$ cat src/rtl/srl_word_serializer.sv
// rtl/srl_word_serializer.sv - parallel-to-serial feeder for a dynamic SRL stage
// Words are accepted on valid/ready and shifted out MSB-first with a per-word tap select.
module srl_word_serializer #(
  parameter int WIDTH    = 8,
  parameter int SELWIDTH = 5
) (
  input  logic                CLK,
  input  logic                RSTN,
  input  logic [WIDTH-1:0]    IN_DATA,
  input  logic [SELWIDTH-1:0] IN_DELAY,
  input  logic                IN_VALID,
  output logic                IN_READY,
  output logic                SI,
  output logic                CE,
  output logic [SELWIDTH-1:0] SEL,
  output logic                BUSY
);

  localparam int CNTW = $clog2(WIDTH);
  localparam logic [0:0] ST_IDLE  = 1'b0;
  localparam logic [0:0] ST_SHIFT = 1'b1;
  localparam logic [CNTW-1:0] CNT_LAST = CNTW'(WIDTH - 1);

  logic [0:0]          state_q, state_d;
  logic [CNTW-1:0]     cnt_q, cnt_d;
  logic [WIDTH-1:0]    shreg_q, shreg_d;
  logic [SELWIDTH-1:0] sel_q, sel_d;
  logic                last_bit;
  logic                accept;

  // Ready on the last bit lets the next word load with no bubble.
  always_comb begin
    last_bit = (state_q == ST_SHIFT) && (cnt_q == CNT_LAST);
    IN_READY = RSTN && ((state_q == ST_IDLE) || last_bit);
    accept   = IN_VALID && IN_READY;

    state_d = state_q;
    cnt_d   = cnt_q;
    shreg_d = shreg_q;
    sel_d   = sel_q;

    if (accept) begin
      state_d = ST_SHIFT;
      cnt_d   = '0;
      shreg_d = IN_DATA;
      sel_d   = IN_DELAY;
    end else if (state_q == ST_SHIFT) begin
      shreg_d = shreg_q << 1;
      if (last_bit) begin
        state_d = ST_IDLE;
        cnt_d   = '0;
      end else begin
        cnt_d = cnt_q + CNTW'(1);
      end
    end
  end

  always_ff @(posedge CLK) begin
    if (!RSTN) begin
      state_q <= ST_IDLE;
      cnt_q   <= '0;
      shreg_q <= '0;
      sel_q   <= '0;
    end else begin
      state_q <= state_d;
      cnt_q   <= cnt_d;
      shreg_q <= shreg_d;
      sel_q   <= sel_d;
    end
  end

  assign CE   = (state_q == ST_SHIFT);
  assign SI   = CE && shreg_q[WIDTH-1];
  assign BUSY = CE;
  assign SEL  = sel_q;

endmodule

$ cat config.mk
export PLATFORM = sky130hd
export DESIGN_NAME = srl_word_serializer
export DESIGN_NICKNAME = d
export VERILOG_FILES = /design/src/rtl/srl_word_serializer.sv
export SDC_FILE = /design/constraint.sdc
export NUM_CORES = 1
export LEC_CHECK = 0
export BUFFER_PORTS_ARGS = -buffer_cell sky130_fd_sc_hd__buf_2
export CAP_MARGIN = 0
export CORE_ASPECT_RATIO = 1.2
export CORE_MARGIN = 3
export CORE_UTILIZATION = 45
export CTS_CLUSTER_SIZE = 40
export DETAILED_ROUTE_END_ITERATION = 6
export HOLD_SLACK_MARGIN = 0.05
export PLACE_DENSITY_LB_ADDON = 0.3
export SLEW_MARGIN = 15
export SYNTH_ARGS = -nofsm -noshare
export SYNTH_HDL_FRONTEND = slang
export SYNTH_SLANG_ARGS = --single-unit
$ cat constraint.sdc
create_clock -name CLK -period 1.5 [get_ports CLK]
set_input_delay 0.225 -clock CLK [delete_from_list [all_inputs] [get_ports CLK]]
set_output_delay 0.225 -clock CLK [all_outputs]
set_load 0.02 [all_outputs]
Word-level counts from Yosys, hierarchy flattened

Cells that the tools add are included.

Flip-flop bits (word level): 17
Bits of input ports: 16
Output and inout bits: 9
Word-level logic and storage cells: 21

$add $sub $neg: 1
Eq/ne operators: 1
Multiplexer cells: 6
Bitwise logic cells: 2
Reduce and logical (&&, ||, !) cells: 7

Operator list:

| cell                                        | count |
|---|---|
| two-way mux 8 bit                           | 2 |
| logical AND 1 bit                           | 4 |
| adder 3 x 1 -> 3 bit, second input constant | 1 |
| equality test 3 bit, second input constant  | 1 |
| two-way mux 1 bit                           | 3 |
| two-way mux 3 bit                           | 1 |
| NOT 1 bit                                   | 2 |
| nonzero test 2 bit                          | 1 |
| OR reduction 2 bit                          | 1 |
| logical OR 1 bit                            | 1 |

Depth between registers and ports, before layout

Gate-level depths: netlist (run 1).

Depth in word-level cells: 6
Mapped depth: 7
Mapped depth without buffers: 5

Worst setup path after synthesis (run 1)

Ideal clock, no wire load.

Path type: reg2reg
From: register cnt_q[0]
To: register sel_q[2] (netlist: SEL[2])
Library setup time: 0.072 ns
Arrival: 1.310 ns
Required time: 1.428 ns
Slack: 0.119 ns
Stages on the path, launching flop included: 8
Path buffers: 2
Clock period less this slack: 1.381 ns
Cell sequence: dfxtp_1 > ha_1 > ha_1 > nor2b_1 > nand2b_4 > buf_6 > buf_6 > mux2i_1

Word-level cells in the longest chain between the ends: 5

RTL lines:

| element                | line | source |
|---|---|---|
| start, declared        | 25   | `logic [CNTW-1:0] cnt_q, cnt_d;` |
| start signal, assigned | 66   | `cnt_q <= cnt_d;` |
| equality test 3 bit    | 33   | `last_bit = (state_q == ST_SHIFT) && (cnt_q == CNT_LAST);` |
| logical AND 1 bit      | 33   |  |
| logical OR 1 bit       | 34   | `IN_READY = RSTN && ((state_q == ST_IDLE) \|\| last_bit);` |
| logical AND 1 bit      | 34   |  |
| logical AND 1 bit      | 35   | `accept = IN_VALID && IN_READY;` |
| end signal, assigned   | 68   | `sel_q <= sel_d;` |
| end, declared          | 27   | `logic [SELWIDTH-1:0] sel_q, sel_d;` |

No other way between the ends.
A chain may end at the register's enable or synchronous reset.

Worst setup path after layout (run 1)

From: register cnt_q[1]
To: output IN_READY

Word-level cells in the longest chain between the ends: 4

RTL lines:

| element             | line | source |
|---|---|---|
| equality test 3 bit | 33   |  |
| logical AND 1 bit   | 33   |  |
| logical OR 1 bit    | 34   |  |
| logical AND 1 bit   | 34   |  |
| end, declared       | 12   | `output logic IN_READY,` |

No other way between the ends.

==> results.cfg, run 1 <==
[outcome]
status = complete, no violations

[power]
power_density_normalized_to_cell_area_nw_per_um2 = 904
design_power_total_mw = 0.919
leakage_nw = 0.477
max-vdd-ir-drop_mv = 0.592

[layout]
area_delta_synth_final_pct = 25.7
final_core_utilization_pct = 61.2
antenna-diode-count = 0
post-route-cell-area_um2 = 1020
design.final.nets = 133
fin_cells = 132
drive_above_1_share_pct = 36.8

[yosys]
synth.area.top_cells = sky130_fd_sc_hd__dfxtp_1 (42%), sky130_fd_sc_hd__mux2i_1 (16%), sky130_fd_sc_hd__nand2_1 (5.6%), sky130_fd_sc_hd__nand2b_1 (5.4%), sky130_fd_sc_hd__a21oi_1 (4.3%)
syn_inst = 87
synth_commonest_cells = sky130_fd_sc_hd__dfxtp_1 (17), sky130_fd_sc_hd__mux2i_1 (13), sky130_fd_sc_hd__nand2_1 (12), sky130_fd_sc_hd__a21oi_1 (7), sky130_fd_sc_hd__nand2b_1 (7)
synth_ff_type = sky130_fd_sc_hd__dfxtp_1
synth_register_bits = 17
portion_of_the_post_synthesis_area_used_by_sequential_elements_pct = 42.0
async_reset_ff_share_pct = 0
syn_area_per_cell_um2 = 9.30
synthesis.nets = 105
post-synth-top-area-fraction_pct = 42.0
yosys.cell_count.top_type = sky130_fd_sc_hd__dfxtp_1
synthDistinctLibCells = 22
synth.yosys.warnings = 0
post_synth_edffs = 0
post_synth_instance_area_um2 = 810
yosysTopAreaCell = sky130_fd_sc_hd__dfxtp_1

[timing]
worst_slew_margin_rel_pct = 84.0
finalCritPeriodShare_pct = 99.6
fin_hold_ws_ns = 0.168
final_hold_viol_count = 0
final.setup.worst_slack_ns = 0.00641
final_max_slew_viol_count = 0
tightest_slew_ns = 0.240
timing.fmax_ghz = 0.670
worst_clock_skew_ns = 0.00657
report.final.setup_viol = 0
grt_setup_unrepaired = true
layout_min_cycle_time_ns = 1.49
setup-tns-final_ns = 0

[worst_setup_path]
critPathCaptureType = output port
cp_max_fanout = 2
worstSetupStartpointType = flip-flop
cp.required_ns = 1.27
critPathArrivalTime_ns = 1.27
worst-setup-path-type = reg -> out
worst_setup_path_startpoint = cnt_q[1]
worst_r2r_startpoint = cnt_q[1]

[floorplanning]
chipWidth_um = 44.7
num_rows = 16
placeableCoreArea_um2 = 1660
floorplan.io_pins = 25
initial_core_util_pct = 48.7
floorplan.die_area_um2 = 2350
dieHeight_um = 52.5

[routing]
post_drt_via_cell_ratio = 5.15
routedWlPerCell_um = 12.0
route.antenna.remaining_nets = 0
drt-initial-drc-count = 6
remaining_drc_errors = 0
num_vias = 680
drt_pre_antenna_iters = 4
routed_wl_um = 1580

[grt]
tot_gr_track_use_pct = 14.8
antenna_violations_before_repair = 0
grt.overflow.total = 0
vias_in_the_first_global_route = 630
grt_start_max_net_pins = 15
grt_first_pass_wirelength_um = 2670

[cts]
cts_hold_buffers = 0
clk_pin_slew_worst_paths_ns = 0.10
ctsHtreeMaxLevel = 1
clk_root_buffer_cell = sky130_fd_sc_hd__clkbuf_4
cts.sink_count = 17
clk_path_buf_depth = 2
clock_latency_ns = 0.28
tritoncts.num_buffers = 3
cts_tree = yes

[placed_design]
area_after_dpl_um2 = 937
dp.cells = 126
dp_worst_setup_slack_ns = -0.0283
hpwl_um = 1130
io_buffers = 24
final_weighted_congestion_in_routability_driven_placement = 0.685

[worst_hold_path]
holdCritPathClass = in -> reg
hold_startpoint = IN_DELAY[1]

[job]
cap_viol_max_count = 0
## where the power goes
part           switching [mW]  total, mW  internal (mW)
registers              0.0192      0.502          0.483
logic                  0.0871      0.173         0.0864
clock network           0.141      0.244          0.103
## registers in the layout (all words and copies together), names as in the netlist
name and cells:
BUSY 1, SEL 5, cnt_q 3, shreg_q 8
## critical path, stage by stage, from the launching register on
cell                      delay [ns]
sky130_fd_sc_hd__dfxtp_2        0.35
sky130_fd_sc_hd__ha_4           0.16
sky130_fd_sc_hd__ha_4           0.16
sky130_fd_sc_hd__nor2b_4        0.11
sky130_fd_sc_hd__nor2b_1        0.05
sky130_fd_sc_hd__buf_4          0.15
## layout make-up
class | instances | area (µm²)
Inverter | 1 | 3.75
Timing Repair Buffer | 31 | 175
Clock buffer | 4 | 26.3
Fill cell | 164 | 644
Tap cell | 18 | 22.5
Sequential cell | 17 | 344
Multi-Input combinational cell | 61 | 445
## logic make-up (layout without fill, tap and decap cells)
logic type | after synthesis | after routing | share of synthesized area [%]
and+or+nand+nor | 28 | 28 | 19.2
AOI/OAI and AO/OA | 17 | 17 | 11.3
DFF | 17 | 17 | 42.0
muxes | 14 | 14 | 17.5
buffers and inverters | 9 | 36 | 6.95
adders and majority gates | 2 | 2 | 3.09
## what timing repair did
item / 4_1_cts / 5_1_grt
gates resized for setup: 8 / 2
endpoints found under the setup margin: 6 / 4
buffers inserted: 2 / 0
## cell usage in the layout (no fill, tap or decap), types with 3 or more instances in the layout
cell type,netlist,routed
sky130_fd_sc_hd__buf_2,3,23
sky130_fd_sc_hd__dfxtp_1,17,14
sky130_fd_sc_hd__mux2i_1,13,13
sky130_fd_sc_hd__nand2_1,12,12
sky130_fd_sc_hd__buf_4,1,8
sky130_fd_sc_hd__nand2b_1,7,7
sky130_fd_sc_hd__a21oi_1,7,7
sky130_fd_sc_hd__o21ai_0,6,6
sky130_fd_sc_hd__dfxtp_2,0,3
sky130_fd_sc_hd__clkbuf_4,0,3
## final timing paths
kind,slack [ns],to,cells after the start
max reg2reg,0.08,SEL[2],6
min reg2reg,0.47,SEL[0],2
max,0.006,IN_READY,5
min,0.17,SEL[1],3
## routing by layer
layer	GRT usage, %	part of all wire (%)	vias to the layer above	wire length (µm)
li1	-	-	348	-
met5	0	0	-	0
met4	4.52	0.57	0	9
met2	23.9	48	21	758
met3	2.75	7.2	2	114
met1	19.5	44	309	700
No activity file was read; power rests on OpenSTA's default activity.
==> run 2, diff against run 1 <==
- CORE_MARGIN: 3 -> default
- SETUP_SLACK_MARGIN: default -> 0.1
==> run 2 against run 1 <==
Compared with the run above: sequential share of layout area is 1.7 points lower; clock-buffer cell count stayed put; critical path depth stayed put; core utilization is 3.8 points higher; non-clock buffer count is 4 higher; critical endpoint unchanged; largest cell class unchanged; highest routed layer unchanged.
==> results.cfg, run 2 (same netlist as run 1, synthesis figures left out) <==
[outcome]
status = complete, no violations

[placed_design]
area_after_dpl_um2 = 937
io_buffers = 24
dp.cells = 126
final_weighted_congestion_in_routability_driven_placement = 0.718
hpwl_um = 1060

[cts]
clk_pin_slew_worst_paths_ns = 0.10
cts.sink_count = 17
ctsHtreeMaxLevel = 1
clk_path_buf_depth = 2
clock_latency_ns = 0.29
cts_hold_buffers = 0
cts_tree = yes
tritoncts.num_buffers = 3
clk_root_buffer_cell = sky130_fd_sc_hd__clkbuf_4

[routing]
routedWlPerCell_um = 11.9
remaining_drc_errors = 0
route.antenna.remaining_nets = 0
post_drt_via_cell_ratio = 5.18
drt_pre_antenna_iters = 3
routed_wl_um = 1630
drt-initial-drc-count = 4
num_vias = 709

[grt]
tot_gr_track_use_pct = 19.7
globalRoute.busiestLayer = met2
grt_start_max_net_pins = 15
grt.met2_usage_pct = 31.7
antenna_violations_before_repair = 0
grt.overflow.total = 0
global_route_track_usage_on_met1_pct = 23.9
globalRouteMet3Util_pct = 4.13
vias_in_the_first_global_route = 671
grt_first_pass_wirelength_um = 2720

[timing]
timing.fmax_ghz = 0.670
report.final.setup_viol = 0
layout_min_cycle_time_ns = 1.49
finalCritPeriodShare_pct = 99.5
tightest_slew_ns = 0.294
grt_setup_unrepaired = true
worst_slew_margin_rel_pct = 80.4
final_max_slew_viol_count = 0
setup-tns-final_ns = 0
worst_clock_skew_ns = 0.00395
final_hold_viol_count = 0

[power]
max-vdd-ir-drop_mv = 0.545
leakage_nw = 0.506
design_power_total_mw = 0.941
power_density_normalized_to_cell_area_nw_per_um2 = 872

[worst_setup_path]
setup.reg_to_reg.worst_slack_ns = 0.07
cp_max_fanout = 2
critPathCaptureType = output port
worst-setup-path-type = reg -> out
worstSetupStartpointType = flip-flop
cp.required_ns = 1.27
critPathArrivalTime_ns = 1.27

[layout]
antenna-diode-count = 0
area_delta_synth_final_pct = 33.4
drive_above_1_share_pct = 40.3
largest_register_ff_count = 8
post-route-cell-area_um2 = 1080
fin_cells = 137
largest_reg_by_ff_count = shreg_q
design.final.nets = 138
layout_common_cells = sky130_fd_sc_hd__buf_2 (23), sky130_fd_sc_hd__dfxtp_1 (14), sky130_fd_sc_hd__mux2i_1 (13), sky130_fd_sc_hd__nand2_1 (12), sky130_fd_sc_hd__buf_4 (9)
final_core_utilization_pct = 65.0
fillerInstances = 133
most_common_library_cell_in_the_layout_ignoring_fill_and_taps = sky130_fd_sc_hd__buf_2

[floorplanning]
placeableCoreArea_um2 = 1660
chipWidth_um = 40.7
initial_core_util_pct = 48.7
floorplan.io_pins = 25
floorplan.die_area_um2 = 1970
num_rows = 16
dieHeight_um = 48.5

[job]
cap_viol_max_count = 0

[worst_hold_path]
holdCritPathClass = in -> reg
run 2: final timing paths:
check,from,endpoint,cells past startpoint
max reg2reg,cnt_q[1],SEL[2],7
min,IN_DELAY[4],SEL[4],3
max,cnt_q[1],IN_READY,5
min reg2reg,SEL[4],SEL[4],2
run 2: critical path, stage by stage (launching register included):
cell                      delay (ns)
sky130_fd_sc_hd__dfxtp_2        0.35
sky130_fd_sc_hd__ha_4           0.16
sky130_fd_sc_hd__ha_4           0.16
sky130_fd_sc_hd__nor2b_4        0.11
sky130_fd_sc_hd__nor2b_1        0.05
sky130_fd_sc_hd__buf_4          0.15
run 2: cell type report:
class                           count  area, µm²  share of cell area, %
Multi-Input combinational cell     62        464                   43.0
Sequential cell                    17        347                   32.1
Timing Repair Buffer               35        216                   20.0
Clock buffer                        4       26.3                   2.43
Tap cell                           18       22.5                   2.09
Inverter                            1       3.75                  0.348
run 2: power breakdown:
group	internal, mW	switching, mW	total, mW
sequential	0.482	0.0181	0.500
clock	0.104	0.145	0.249
combinational	0.0988	0.0940	0.193
run 2: timing repair:
action,CTS,global route
setup buffers,3,3
pin swaps,0,2
endpoints found under the hold margin,0,0
setup endpoints to repair,16,14
gates cloned,1,0
resized for setup,9,10
run 2: stage by stage:
step	setup WS [ns]	hold WS, ns
final	0.00782	0.158
after global routing	-0.0438	0.155
after CTS	-0.00471	0.148
after detailed placement	-0.00604	0.455
after global placement	0.0764	0.443
after floorplan	0.119	0.358
run 2: per-layer routing:
| layer | wire [µm] | part of all wire, % |
|---|---|---|
| met2 | 807 | 50 |
| met3 | 84 | 5.2 |
| met5 | 0 | 0 |
| met4 | 19 | 1.2 |
| met1 | 719 | 44 |
